[src/rtl/div_mod_top_level.sv]
// Sequential signed divider / modulo unit.
// Operands are accepted while idle, their magnitudes are divided with a
// 32-step restoring shift-subtract, and the signed, saturated quotient or
// remainder is presented with a one-cycle valid_output pulse.
module div_mod_top_level (
    input  logic        clk,
    input  logic        reset,
    input  logic [31:0] dividend,
    input  logic [15:0] divisor,
    input  logic        mode,
    input  logic        valid_input,
    output logic        valid_output,
    output logic [16:0] final_output
);

    typedef enum logic [1:0] {
        IDLE = 2'd0,
        CALC = 2'd1,
        DONE = 2'd2
    } state_t;

    state_t      state;
    state_t      state_next;

    // Working registers: quo starts as |dividend| and fills with quotient
    // bits from the right as the dividend bits shift out on the left.
    logic [31:0] quo;
    logic [16:0] rem;
    logic [16:0] dvs_mag;
    logic [5:0]  count;
    logic        mode_q;
    logic        q_neg;
    logic        r_neg;
    logic        div_zero;

    // Operand magnitudes are one bit wider than the operands so that
    // -2^31 and -2^15 negate without overflow.
    logic [32:0] dd_mag_w;
    logic [16:0] dv_mag_w;

    // Restoring step signals.
    logic [16:0] trial;
    logic [16:0] diff;
    logic        fits;

    // Result formatting signals.
    logic [33:0] q_wide;
    logic [33:0] q_signed;
    logic [16:0] r_signed;
    logic [16:0] result_next;

    // Absolute values of the incoming operands.
    always_comb begin
        dd_mag_w = dividend[31] ? (33'd0 - {dividend[31], dividend})
                                : {1'b0, dividend};
        dv_mag_w = divisor[15]  ? (17'd0 - {divisor[15], divisor})
                                : {1'b0, divisor};
    end

    // One restoring shift-subtract step: bring down the next dividend bit
    // and subtract the divisor if it fits. rem stays below the divisor
    // (at most 32768), so its low 16 bits plus the new bit never overflow.
    always_comb begin
        trial = {rem[15:0], quo[31]};
        fits  = (trial >= dvs_mag);
        diff  = trial - dvs_mag;
    end

    // State register.
    // NOTE: sequential state is assigned with <= so every flop samples the
    // values from before the edge, independent of block ordering.
    always_ff @(posedge clk or negedge reset) begin
        if (!reset) state <= IDLE;
        else        state <= state_next;
    end

    // Next-state logic: CALC runs 32 iterations, then one extra cycle to
    // reach DONE, giving a result pulse 34 edges after the accept.
    always_comb begin
        // NOTE: default assignment first so no path leaves state_next
        // unassigned, which would infer a latch.
        state_next = state;
        case (state)
            IDLE:    if (valid_input)    state_next = CALC;
            CALC:    if (count == 6'd32) state_next = DONE;
            DONE:    state_next = IDLE;
            default: state_next = IDLE;
        endcase
    end

    // Output logic: apply signs, saturate the quotient, handle divide by zero.
    always_comb begin
        q_wide   = {2'b00, quo};
        q_signed = q_neg ? (34'd0 - q_wide) : q_wide;
        r_signed = r_neg ? (17'd0 - rem) : rem;

        if (mode_q) begin
            if (div_zero)
                result_next = r_neg ? 17'h10000 : 17'h0FFFF;
            else if ($signed(q_signed) > 34'sd65535)
                result_next = 17'h0FFFF;
            else if ($signed(q_signed) < -34'sd65536)
                result_next = 17'h10000;
            else
                result_next = q_signed[16:0];
        end else begin
            result_next = div_zero ? 17'd0 : r_signed;
        end
    end

    // Datapath registers: operand capture, iteration, and result register.
    always_ff @(posedge clk or negedge reset) begin
        if (!reset) begin
            quo          <= '0;
            rem          <= '0;
            dvs_mag      <= '0;
            count        <= '0;
            mode_q       <= 1'b0;
            q_neg        <= 1'b0;
            r_neg        <= 1'b0;
            div_zero     <= 1'b0;
            valid_output <= 1'b0;
            final_output <= '0;
        end else begin
            valid_output <= (state == DONE);
            case (state)
                IDLE: begin
                    if (valid_input) begin
                        quo      <= dd_mag_w[31:0];
                        rem      <= '0;
                        dvs_mag  <= dv_mag_w;
                        count    <= '0;
                        mode_q   <= mode;
                        q_neg    <= dividend[31] ^ divisor[15];
                        r_neg    <= dividend[31];
                        div_zero <= (divisor == 16'd0);
                    end
                end
                CALC: begin
                    if (count != 6'd32) begin
                        quo   <= {quo[30:0], fits};
                        rem   <= fits ? diff : trial;
                        count <= count + 6'd1;
                    end
                end
                DONE: begin
                    final_output <= result_next;
                end
                default: ;
            endcase
        end
    end

endmodule

[config.mk]
export PLATFORM = sky130hd
export DESIGN_NAME = div_mod_top_level
export DESIGN_NICKNAME = d
export VERILOG_FILES = /design/src/rtl/div_mod_top_level.sv
export SDC_FILE = /design/constraint.sdc
export NUM_CORES = 1
export LEC_CHECK = 0
export ABC_AREA = 1
export CAP_MARGIN = 20
export CORE_UTILIZATION = 50
export DETAILED_ROUTE_END_ITERATION = 8
export PLACE_DENSITY_LB_ADDON = 0.3
export SYNTH_ARGS = -nofsm -noshare
export SYNTH_HDL_FRONTEND = slang
export SYNTH_SLANG_ARGS = --single-unit
[constraint.sdc]
create_clock -name clk -period 4.45 [get_ports clk]
set_input_delay 0.89 -clock clk [delete_from_list [all_inputs] [get_ports clk]]
set_output_delay 0.89 -clock clk [all_outputs]
set_load 0.05 [all_outputs]
==> results of run 1 <==
-- flip-flops by register name, indices dropped and copies added, names as in the netlist --
name and count:
state 2, quo 32, valid_output 1, q_neg 1, final_output 17, mode_q 1, dvs_mag 17, r_neg 1
div_zero 1, count 6, rem 17
-- kinds of logic (layout without fill, tap and decap cells) --
logic type,after synthesis,in the layout,share of synthesized area [%]
AO/OA/AOI/OAI,301,301,21.40
XOR/XNOR,53,53,6.024
buffers and inverters,164,220,8.443
AND/OR/NAND/NOR,520,520,28.97
adder cells (fa/ha/maj),24,24,3.994
flip-flops,96,96,31.17
-- worst register-to-register path, cell delays in order, from the launching register on --
cell                      delay (ns)
sky130_fd_sc_hd__dfrtp_1        0.47
sky130_fd_sc_hd__inv_1          0.27
sky130_fd_sc_hd__ha_1           0.22
sky130_fd_sc_hd__inv_1          0.11
sky130_fd_sc_hd__fa_1           0.46
sky130_fd_sc_hd__a21oi_1        0.22
sky130_fd_sc_hd__o21ai_0        0.22
sky130_fd_sc_hd__a21oi_1        0.35
sky130_fd_sc_hd__o21ai_0        0.16
sky130_fd_sc_hd__xnor2_1        0.17
sky130_fd_sc_hd__a21oi_1        0.08
sky130_fd_sc_hd__o21ai_0        0.10
sky130_fd_sc_hd__nand2_1        0.06
-- cells in the mapped netlist (2+ instances only) --
master,n,area [sq um]
sky130_fd_sc_hd__nand2_1,246,923.4
sky130_fd_sc_hd__o21ai_0,158,790.8
sky130_fd_sc_hd__nor2_1,140,525.5
sky130_fd_sc_hd__inv_1,118,442.9
sky130_fd_sc_hd__dfrtp_1,96,2402
sky130_fd_sc_hd__a21oi_1,90,450.4
sky130_fd_sc_hd__nand3_1,68,340.3
sky130_fd_sc_hd__xor2_1,34,297.8
sky130_fd_sc_hd__clkbuf_1,31,116.4
sky130_fd_sc_hd__ha_1,23,287.8
sky130_fd_sc_hd__xnor2_1,19,166.4
sky130_fd_sc_hd__o211ai_1,16,120.1
sky130_fd_sc_hd__nand4_1,14,87.58
sky130_fd_sc_hd__nor3_1,13,65.06
sky130_fd_sc_hd__nor4_1,12,75.07
sky130_fd_sc_hd__a21oi_2,10,87.58
sky130_fd_sc_hd__a31oi_1,7,43.79
sky130_fd_sc_hd__nand2_2,6,37.54
sky130_fd_sc_hd__clkinv_1,5,18.77
sky130_fd_sc_hd__nor2_2,5,31.28
sky130_fd_sc_hd__nor2_4,5,56.30
sky130_fd_sc_hd__o22ai_1,5,31.28
sky130_fd_sc_hd__o31ai_1,5,37.54
sky130_fd_sc_hd__buf_6,3,33.78
sky130_fd_sc_hd__nand3_2,3,30.03
sky130_fd_sc_hd__a21o_1,2,15.01
sky130_fd_sc_hd__buf_1,2,7.510
sky130_fd_sc_hd__buf_4,2,15.01
sky130_fd_sc_hd__nand3b_1,2,15.01
sky130_fd_sc_hd__nor3b_1,2,15.01
sky130_fd_sc_hd__o41ai_1,2,17.52
sky130_fd_sc_hd__or2_2,2,12.51
-- area by class of cell --
type | instances | area share [%]
well taps | 188 | 2.664
multi-input cells | 898 | 52.72
clock buffers | 9 | 2.550
inverters | 124 | 5.271
repair buffers | 80 | 8.869
clock inverters | 7 | 0.7226
flip-flops and latches | 96 | 27.20
-- cell usage in the layout (no fill, tap or decap), types with 3 or more instances in the layout --
| master | count |
|---|---|
| sky130_fd_sc_hd__a21oi_1 | 90 |
| sky130_fd_sc_hd__a21oi_2 | 10 |
| sky130_fd_sc_hd__a31oi_1 | 7 |
| sky130_fd_sc_hd__buf_4 | 11 |
| sky130_fd_sc_hd__clkbuf_16 | 9 |
| sky130_fd_sc_hd__clkdlybuf4s50_1 | 68 |
| sky130_fd_sc_hd__clkinv_1 | 5 |
| sky130_fd_sc_hd__dfrtp_1 | 96 |
| sky130_fd_sc_hd__ha_1 | 23 |
| sky130_fd_sc_hd__inv_1 | 118 |
| sky130_fd_sc_hd__nand2_1 | 246 |
| sky130_fd_sc_hd__nand2_2 | 6 |
| sky130_fd_sc_hd__nand3_1 | 68 |
| sky130_fd_sc_hd__nand3_2 | 3 |
| sky130_fd_sc_hd__nand4_1 | 14 |
| sky130_fd_sc_hd__nor2_1 | 139 |
| sky130_fd_sc_hd__nor2_2 | 6 |
| sky130_fd_sc_hd__nor2_4 | 5 |
| sky130_fd_sc_hd__nor3_1 | 13 |
| sky130_fd_sc_hd__nor4_1 | 12 |
| sky130_fd_sc_hd__o211ai_1 | 16 |
| sky130_fd_sc_hd__o21ai_0 | 158 |
| sky130_fd_sc_hd__o22ai_1 | 5 |
| sky130_fd_sc_hd__o31ai_1 | 5 |
| sky130_fd_sc_hd__xnor2_1 | 19 |
| sky130_fd_sc_hd__xor2_1 | 34 |
-- power breakdown --
part           total, mW  switching [mW]  leakage (nW)  internal [mW]
Clock              0.761           0.372         0.139          0.389
Sequential          1.86           0.532          1.18           1.32
Combinational       4.44            2.79          2.71           1.65
Total               7.06            3.69          4.04           3.37
-- routing by layer --
metal  up-vias  global-route usage [%]  share of wire, %
li1       3964                       -                 -
met1      3571                   41.41                51
met2       290                   37.63                42
met3        16                   3.696               6.7
met4         0                   5.953               1.0
met5         -                       0                 0
-- metrics by stage --
step	utilization [%]	total power, mW	instances	setup slack (ns)
3_5_place_dp	56.40	6.245	1386	1.177
4_1_cts	58.31	7.030	1402	1.508
3_3_place_gp	56.40	6.139	1386	1.254
5_1_grt	58.31	7.812	1402	1.211
6_report	58.31	7.059	1402	1.463
2_1_floorplan	-	5.171	1158	2.012
-- path summary, 6_finish.rpt --
kind,slack (ns),start,to
max reg2reg,1.46,quo[31],rem[16]
min reg2reg,0.49,dvs_mag[6],dvs_mag[6]
max in group asynchronous,3.06,reset,dvs_mag[7]
min,0.49,dvs_mag[6],dvs_mag[6]
max,1.46,quo[31],rem[16]
min in group asynchronous,0.60,reset,quo[22]
==> impl.org, run 1 <==
** Timing
- Final hold violation count :: 0
- Upper clock frequency limit :: around 0.33 GHz
- In the finished design, the share of the clock period the worst path needs comes to about two thirds.
- Clock skew on the completed layout was measured at 0.01517 ns.
- Sum of negative setup slack :: 0 ns
- Hold timing on the final database bottoms out at a slack of 0.4860 ns.
- The worst path in the final design needs a cycle of 2.987 ns, including I/O delays and setup.
- Setup violations remaining at the end of the flow were counted as 0.
- The worst pin sits at a relative slew slack of 44.27%.
- Unrepaired setup endpoints after global routing :: false
- Pin slew with the least headroom to its limit :: 0.8329 ns
- The max-slew violation total from the final report came to 0.

** Place
- Input and output buffers added on the ports amount to 69.
- Placer Congestion :: about 0.95
- Cell area after placement :: 0.008542 sq mm
- Post-detail-place hpwl :: 15.70 mm

** Clocking
- Clock buffer depth :: 2
- Clock tree synthesis found a total of 96 sinks.
- TritonCTS built the clock tree.
- The number of gates resized after CTS was 0.
- The number of hold buffers added after CTS was 0.
- Buffer count from post-CTS setup fixing :: 0
- The root buffer cell chosen for the clock tree is sky130_fd_sc_hd__clkbuf_16.
- Clock insertion delay at the later pin of the skew report :: about 0.36 ns
- The H-tree was split into 3 levels.
- Number of buffers created by CTS :: 9
- Clock-pin transition on the worst setup and hold timing paths :: approximately 0.080 ns

** Status
- Status :: completed

** Worst setup path
- Kind of start point of the critical path :: flop
- Number of cell instances on the worst register-to-register path :: 12
- The kind of cell with the highest combined delay along the critical path is compound AO/OA/AOI/OAI gates.
- Slowest cell on the critical path :: sky130_fd_sc_hd__dfrtp_1
- Required time worst endpoint :: ~4.7 ns
- Worst path depth :: 12
- For this run, the slowest stage of the critical path takes 0.47 ns.
- The worst setup path is captured at a flop.
- Cell-by-cell trace of the critical path :: inv_1 -> ha_1 -> inv_1 -> fa_1 -> a21oi_1 -> o21ai_0 -> a21oi_1 -> o21ai_0 -> xnor2_1 -> a21oi_1 -> o21ai_0 -> nand2_1
- By startpoint and endpoint, the worst setup path is classified as reg2reg.
- The critical path contains buffers and inverters numbering 2 combined.
- STA puts the critical path data arrival time at 3.24 ns.
- In this run the worst path has a maximum fanout of 5.

** Flow run
- Maximum capacitance violations :: 0

** Final layout
- 0 antenna diodes ended up in the layout.
- Area occupied by multi-input gates :: about 0.0047 sq mm
- Post-synthesis to final-layout area growth :: 14.60%
- Number of inserted filler cells in the final layout :: 1451
- Ratio of cells with drive above 1 in the final layout :: 5.189%
- For this run, the post-layout net count is 1285.
- Final Instance Area :: 0.008831 sq mm
- Storage element area :: 0.002402 sq mm

** GRT
- The first global-routing pass estimated 33.91 mm of wire.
- The total overflow left after global routing is 0.
- The initial antenna violation count is 0.
- Entering global routing, the biggest net connects 56 pins.
- For this run, the total global-route usage over all layers was measured as 26.33%.
- The via count of the first global-routing pass is 6822.

** Logic synthesis
- Number of flip-flops and latches in the synthesized netlist :: 96
- After synthesis, flip-flops and latches occupy 31.17% of the total area.
- For this run, the number of Yosys warnings is 0.
- Cell variety after synth :: 44
- Synthesized Nets :: 1234
- Among all flip-flop cells after synthesis, the most frequent one is sky130_fd_sc_hd__dfrtp_1.
- Of all flip-flops after synthesis, the portion carrying an async set or reset was between 90% and 100%.
- Counting flops with a built-in enable in the synthesized netlist gives 0.
- Synthesis handed over a netlist of 1158 instances.
- Mapped cell area :: 0.007706 sq mm
- Syn Area/Cell :: around 6.7 sq um

** Routing
- Via/cell ratio :: roughly 5.6
- The detailed router placed roughly 7800 vias in this run.
- In the routed design, unresolved DRC markers number 0.
- First DRT Iteration DRCs :: 719
- Number of nets with antenna violations after routing :: 0
- In the final routed layout, each cell accounts on average for 14.36 um.
- After detailed routing, the total wire length is slightly above 20 mm.
- The first detailed-routing pass took 5 iterations.

** Floorplanning
- From left edge to right edge, the die measures 126.1 um.
- Initial Utilization :: 50.88%
- Total number of placement rows :: 45
- In this run the standard cell core region covers between 0.015 and 0.02 sq mm.
- Vertical extent of the die :: 126.1 um
- In this run the count of I/O pins placed on the die edge is 70.
- The die covers 0.01591 sq mm.

** Power
- The analysis attributes to cell leakage a power of about 4 nW.
- Largest vdd supply drop :: slightly above 0.3 mV
- In this run the power density over the cells is ~800 mW/mm^2.

** Hold path
- In this run the worst hold path is classified as reg2reg.
- Along the worst hold path, the cell count comes to 2.
Power figures use the tool's default switching activity.
==> inputs of run 2 (changes only) <==
Clock period 4.45 ns to 2.4 ns, I/O delays scaled along.
==> impl.org, run 2 (synthesis gave the netlist of run 1 again) <==
** Status
- Status :: finished with violations (was completed)
- Failing checks :: setup timing

** Final layout
- Antenna diode count :: 0 (unchanged)
- The flip-flop count of the largest register, all copies and words added came to 32 (unchanged).
- Final Net Count :: 1381 (was 1285)
- Post-synthesis to final-layout area growth :: 32.00% (was 14.60%)
- The post-layout instance area is 0.01017 sq mm (was 0.008831 sq mm).
- The final standard cell utilization of the core was 67.16% (was 58.31%).
- The leading cell type in the layout, fill and taps excluded is sky130_fd_sc_hd__nand2_1 (unchanged).
- Ratio of cells with drive above 1 in the final layout :: 20.53% (was 5.189%)
- Commonest cells after routing, fill and taps aside: 219 x sky130_fd_sc_hd__nand2_1, 145 x sky130_fd_sc_hd__o21ai_0, 116 x sky130_fd_sc_hd__nor2_1 (was 246 x sky130_fd_sc_hd__nand2_1, 158 x sky130_fd_sc_hd__o21ai_0, 139 x sky130_fd_sc_hd__nor2_1).
- The top register by number of flip-flops was quo (unchanged).

** Clocking
- Buffer cell driving the clock tree root :: sky130_fd_sc_hd__clkbuf_16 (unchanged)
- Total clock sinks :: 96 (unchanged)
- The maximum number of buffers from clock root to sink is 2 (unchanged).
- The depth of the CTS H-tree came to 3 (unchanged).
- The clock latency on the worst-skew pair came to 0.37 ns (was 0.36 ns).
- TritonCTS clock tree :: built (unchanged)
- The TritonCTS buffer count was 9 (unchanged).
- Clock-pin transition on the worst setup and hold timing paths :: 0.07 ns (was 0.08 ns)

** Hold path
- Hold path startpoint :: count[4] (was dvs_mag[6])
- The instance count along the most critical hold path was 1 (was 2).
- The endpoint of the worst hold path is count[4] (was dvs_mag[6]).
- The worst min-delay path category is reg2reg (unchanged).

** Place
- The count of buffers from port buffering was 69 (unchanged).
- The placed cell area is 0.009110 sq mm (was 0.008542 sq mm).
- Setup slack at placement :: -0.2259 ns (was 1.177 ns)
- Post-detail-place hpwl :: 16.63 mm (was 15.70 mm)
- The routability-driven placement congestion ratio was 0.9249 (was 0.9458).

** Worst setup path
- Flop-to-flop setup slack :: -0.06 ns (was 1.46 ns)
- The type of destination of the critical path was a flop (unchanged).
- Required time worst endpoint :: 2.68 ns (was 4.70 ns)
- Number of cell instances on the worst register-to-register path :: 16 (was 12)
- Arrival time of data at the critical path endpoint :: 2.74 ns (was 3.24 ns)
- Critical setup path kind :: reg2reg (unchanged)
- The end of the worst register-to-register path is final_output[14] (was rem[16]).
- The critical path startpoint category is a flop (unchanged).
- Worst reg2reg startpoint :: quo[8] (was quo[31])
- Biggest fanout along the worst timing path :: 8 (was 5)

** Timing
- Count of final setup violators :: 12 (was 0)
- The final total negative setup slack is -0.3566 ns (was 0 ns).
- Unrepaired setup endpoints after global routing: true (was false).
- Max-slew violation count :: 0 (unchanged)
- Pin slew with the least headroom to its limit :: 0.6990 ns (was 0.8329 ns)
- Smallest hold slack :: 0.4902 ns (was 0.4860 ns)
- The relative max-transition margin came to 53.40% (was 44.27%).
- The number of hold violations in the final report is 0 (unchanged).
- The maximum operating frequency was 0.4068 GHz (was 0.3348 GHz).
- The final critical-path share of the clock period is 102.4% (was 67.11%).
- Post-layout worst setup margin :: -0.05818 ns (was 1.463 ns)
- The setup clock skew after layout was 0.01828 ns (was 0.01517 ns).
- The shortest period the worst path allows is 2.458 ns (was 2.987 ns).

** GRT
- The via count of the first global-routing pass came to 7197 (was 6822).
- Aggregate global routing overflow :: 0 (unchanged)
- Global-route total usage across every layer :: 27.23% (was 26.33%)
- Maximum number of pins on one net before global-route repair :: 55 (was 56)
- Wire length of the first global-routing pass :: 34.83 mm (was 33.91 mm)
- The initial antenna violation count was 0 (unchanged).

** Power
- Leak Pwr :: 4.600 nW (was 4.035 nW)
- The power per standard cell area was 1558 mW/mm^2 (was 799.4 mW/mm^2).
- The worst voltage drop across the vdd grid was 0.7168 mV (was 0.3038 mV).

** Floorplanning
- Core Box Area :: 0.01515 sq mm (unchanged)
- The die outline area is 0.01591 sq mm (unchanged).
- The I/O pin total came to 70 (unchanged).
- The die height is 126.1 um (unchanged).
- Total number of placement rows :: 45 (unchanged)
- Horizontal die dimension :: 126.1 um (unchanged)
- The initial core utilization is 50.88% (unchanged).

** Routing
- The remaining number of nets flagged by the antenna check after routing was 0 (unchanged).
- Total wirelength of the detailed-routed design :: 23.34 mm (was 20.13 mm)
- First DRT Iteration DRCs :: 648 (was 719)
- Routed length per instance :: 15.58 um (was 14.36 um)
- The number of vias after detailed routing came to 8532 (was 7841).
- The count of TritonRoute iterations in the first routing pass came to 5 (unchanged).
- Via/cell ratio :: 5.696 (was 5.593)
- DRC violation count after routing :: 0 (unchanged)

** Flow run
- Maximum capacitance violations :: 0 (unchanged)
run 2: changes by cell type in the layout (fill, tap and decap cells not counted), sizes merged:
cell         delta
dlygate4sd3     +1
clkbuf          +5
buf            +90
run 2: what timing repair did:
item                                    4_1_cts  5_1_grt
gates resized for setup                       6      139
hold buffers                                  1        0
endpoints found under the setup margin       17       36
hold endpoints to repair                     13        0
pin swaps                                     1       49
gates cloned                                  1        4
buffers inserted                              1       20
run 2: critical path, stage by stage, from the launching register on:
cell	delay (ns)
sky130_fd_sc_hd__dfrtp_2	0.48
sky130_fd_sc_hd__nor2_4	0.18
sky130_fd_sc_hd__nand2_1	0.10
sky130_fd_sc_hd__nor2_2	0.14
sky130_fd_sc_hd__nand2_2	0.09
sky130_fd_sc_hd__nand2_4	0.10
sky130_fd_sc_hd__nand4_1	0.08
sky130_fd_sc_hd__nand2_1	0.11
sky130_fd_sc_hd__nand2_1	0.07
sky130_fd_sc_hd__nor2_2	0.11
sky130_fd_sc_hd__nand2_2	0.09
sky130_fd_sc_hd__o21ai_4	0.23
sky130_fd_sc_hd__buf_12	0.17
sky130_fd_sc_hd__nand3_1	0.09
sky130_fd_sc_hd__nand2_1	0.14
sky130_fd_sc_hd__nand2_2	0.06
sky130_fd_sc_hd__a21oi_2	0.14
run 2: cell type report:
class	instances	area (sq um)
clock buffers	10	239.0
repair buffers	175	1619
clock inverters	6	62.56
flip-flops and latches	96	2419
multi-input cells	898	5122
fillers	1236	4974
inverters	124	467.9
well taps	188	235.2
repair inverters	1	7.507
run 2: worst max path at each step:
stage / to / start / cells past startpoint / slack (ns)
2_1_floorplan: rem[16] / quo[31] / 12 / 0.11
6_report: final_output[14] / quo[8] / 16 / -0.06
3_3_place_gp: quo[25] / dividend[2] / 14 / -0.15
4_1_cts: final_output[6] / quo[0] / 18 / 0.002
3_5_place_dp: quo[30] / dividend[1] / 14 / -0.23
5_1_grt: final_output[14] / quo[4] / 16 / -0.21
run 2: routing by layer:
metal	GRT usage (%)	part of all wire, %
met3	2.676	7.1
met5	0	0
met2	40.75	45
met4	7.654	1.8
met1	41.43	46
run 2: metrics by stage:
stage	instances	power (mW)
5_1_grt	1498	17.00
3_3_place_gp	1455	12.09
2_1_floorplan	1158	9.587
3_5_place_dp	1455	12.32
4_1_cts	1474	13.90
6_report	1498	15.85
run 2: where the power goes:
part           total, mW  switching, mW  internal, mW
sequential          3.46          0.986          2.48
clock               1.46          0.706         0.758
combinational       10.9           6.38          4.54
==> inputs of run 3 (changes only) <==
Settings changed: CORE_UTILIZATION 50 to 53, CTS_CLUSTER_SIZE from default to 24.
==> impl.org, run 3 (synthesis gave the netlist of run 1 again) <==
** Worst setup path
- The library cell contributing the largest single delay on the critical path is sky130_fd_sc_hd__dfrtp_1 (was sky130_fd_sc_hd__dfrtp_2).
- Crit path buf inv count :: 1 (unchanged)
- The required time at the endpoint of the critical path came to 2.63 ns (was 2.68 ns).
- Critical setup path kind :: reg2reg (unchanged)
- The critical path startpoint category is a flop (unchanged).
- Cell-by-cell trace of the critical path: ha_1 -> a21oi_2 -> o21ai_1 -> nand2_1 -> nand2_1 -> a221oi_2 -> nand3_4 -> clkbuf_16 -> o21ai_0 -> o21ai_0 (was nor2_4 -> nand2_1 -> nor2_2 -> nand2_2 -> nand2_4 -> nand4_1 -> nand2_1 -> nand2_1 -> nor2_2 -> nand2_2 -> o21ai_4 -> buf_12 -> nand3_1 -> nand2_1 -> nand2_2 -> a21oi_2).
- Slowest Stage Delay on Critical Path :: 0.49 ns (was 0.48 ns)
- Biggest fanout along the worst timing path :: 9 (was 8)
- Arrival time of data at the critical path endpoint :: 2.67 ns (was 2.74 ns)
- The type of destination of the critical path is a flop (unchanged).
- The kind of cell with the highest combined delay on the critical path is compound AO/OA/AOI/OAI gates (was simple AND/OR/NAND/NOR gates).

** Final layout
- Ratio of cells with drive above 1 in the final layout :: 15.96% (was 20.53%)
- The relative area change from synthesis to final layout was 27.81% (was 32.00%).
- Antenna diode count :: 0 (unchanged)
- Commonest cells after routing, fill and taps aside: 236 x sky130_fd_sc_hd__nand2_1, 145 x sky130_fd_sc_hd__o21ai_0, 125 x sky130_fd_sc_hd__nor2_1 (was 219 x sky130_fd_sc_hd__nand2_1, 145 x sky130_fd_sc_hd__o21ai_0, 116 x sky130_fd_sc_hd__nor2_1).
- Final core occ :: 70.14% (was 67.16%)
- Commonest non-fill, non-tap cell in the layout :: sky130_fd_sc_hd__nand2_1 (unchanged)
- The final cell count without fillers came to 1477 (was 1498).
- The number of nets in the final layout is 1369 (was 1381).
- Number of flip-flops in the largest register :: 32 (unchanged)
- Register name with the most flops :: quo (unchanged)

** Timing
- Upper clock frequency limit :: 0.4097 GHz (was 0.4068 GHz)
- Final Cycle Share :: 101.7% (was 102.4%)
- The final setup violation count came to 2 (was 12).
- Post-layout worst setup margin :: -0.04094 ns (was -0.05818 ns)
- The transition time at the pin with the least slew margin came to 0.6141 ns (was 0.6990 ns).
- The max-slew violation total from the final report came to 0 (unchanged).
- Final critical path time including I/O delays and setup :: 2.441 ns (was 2.458 ns)
- The relative max-transition margin came to 59.06% (was 53.40%).
- Post-route clock skew :: 0.01200 ns (was 0.01828 ns)
- Final hold violation count :: 0 (unchanged)
- The worst hold slack across all endpoints is 0.06950 ns (was 0.4902 ns).
- Unrepaired setup endpoints after global routing: true (unchanged).

** Floorplanning
- The width of the die is 122.6 um (was 126.1 um).
- The die outline area is 0.01503 sq mm (was 0.01591 sq mm).
- The initial core utilization was 54.88% (was 50.88%).
- The die height is 122.6 um (was 126.1 um).
- Core Box Area :: 0.01404 sq mm (was 0.01515 sq mm)
- The number of cell rows came to 43 (was 45).
- The I/O pin total was 70 (unchanged).

** GRT
- Number of global-route vias before repair :: 7083 (was 7197)
- The maximum number of pins on one net before global-route repair is 56 (was 55).
- Initial antenna violation count :: 0 (unchanged)
- Wire length of the first global-routing pass :: 34.64 mm (was 34.83 mm)
- Global-route total usage across every layer :: 29.57% (was 27.23%)
- Aggregate global routing overflow :: 0 (unchanged)

** Status
- Failing checks: setup timing (unchanged).
- Status: finished with violations (unchanged).

** Clocking
- Clock buffer depth :: 2 (unchanged)
- Total clock sinks :: 96 (unchanged)
- Clock-pin transition on the worst setup and hold timing paths :: 0.08 ns (was 0.07 ns)
- The depth of the CTS H-tree came to 3 (unchanged).
- The TritonCTS buffer count came to 9 (unchanged).
- The clock tree from TritonCTS is built (unchanged).
- Cts-stage hold buffer count :: 0 (was 1)
- Buffer cell driving the clock tree root :: sky130_fd_sc_hd__clkbuf_16 (unchanged)
- Clock insertion delay at the later pin of the skew report :: 0.36 ns (was 0.37 ns)

** Power
- PD cells :: 1556 mW/mm^2 (was 1558 mW/mm^2)
- The total power consumption of the routed design was 15.32 mW (was 15.85 mW).
- Leak Pwr :: 4.516 nW (was 4.600 nW)
- Largest vdd supply drop :: 0.8691 mV (was 0.7168 mV)

** Routing
- The remaining number of nets flagged by the antenna check after routing is 0 (unchanged).
- The number of vias after detailed routing is 8324 (was 8532).
- The detailed-route vias per instance is 5.636 (was 5.696).
- The DRC violation count after routing came to 0 (unchanged).
- Total wirelength of the detailed-routed design :: 22.70 mm (was 23.34 mm)
- Number of iterations in the first detailed-routing pass :: 7 (was 5)
- First DRT Iteration DRCs :: 712 (was 648)
- Routed length per instance :: 15.37 um (was 15.58 um)

** Place
- Setup slack at placement :: -0.2290 ns (was -0.2259 ns)
- The count of buffers from port buffering was 69 (unchanged).
- The final HPWL from detailed placement was 17.01 mm (was 16.63 mm).
- The routability-driven placement congestion ratio was 0.9837 (was 0.9249).
- Placed cell count :: 1448 (was 1455)

** Flow run
- Maximum capacitance violations :: 0 (unchanged)

** Hold path
- Class of the worst hold path :: in2async (was reg2reg)
-- run 3: where the power goes --
group / switching (mW) / leakage, nW / internal, mW
Combinational: 6.13 / 3.19 / 4.28
Clock: 0.678 / 0.151 / 0.842
Sequential: 0.928 / 1.17 / 2.47
-- run 3: area by class of cell --
class | instances | area, sq um
clock buffers | 10 | 239.0
clock inverters | 5 | 68.82
fillers | 1168 | 4193
inverters | 124 | 470.5
multi-input cells | 898 | 4927
flip-flops and latches | 96 | 2412
well taps | 180 | 225.2
repair buffers | 163 | 1500
repair inverters | 1 | 6.256
-- run 3: repair_timing --
action	in CTS	in global routing
pin swaps	0	16
buffers inserted	0	9
gates cloned	0	5
gates resized for setup	3	84
endpoints found under the setup margin	16	39
-- run 3: path summary, 6_finish.rpt --
path	cells after the start	slack [ns]	start	endpoint
min in group clk	2	0.49	dvs_mag[6]	dvs_mag[6]
hold reg to reg	2	0.49	dvs_mag[6]	dvs_mag[6]
setup reg to reg	10	-0.04	rem[0]	rem[3]
hold / removal	1	0.07	reset	final_output[16]
max in group asynchronous	2	1.69	reset	quo[16]
setup / recovery	10	-0.04	rem[0]	rem[3]
-- run 3: stage by stage --
stage	instance area, sq um	TNS [ns]
final	9849	-0.04592
after CTS	9412	0
after detailed placement	9095	-1.395
after global placement	9095	-0.6682
after global routing	9849	-2.418
after floorplan	7706	0
-- run 3: routing by layer --
layer / track usage, % / up-vias / share of wire [%]
li1: - / 4135 / -
met1: 45.08 / 3851 / 48
met2: 42.35 / 315 / 43
met3: 5.204 / 23 / 7.6
met4: 8.232 / 0 / 1.3
met5: 0 / - / 0
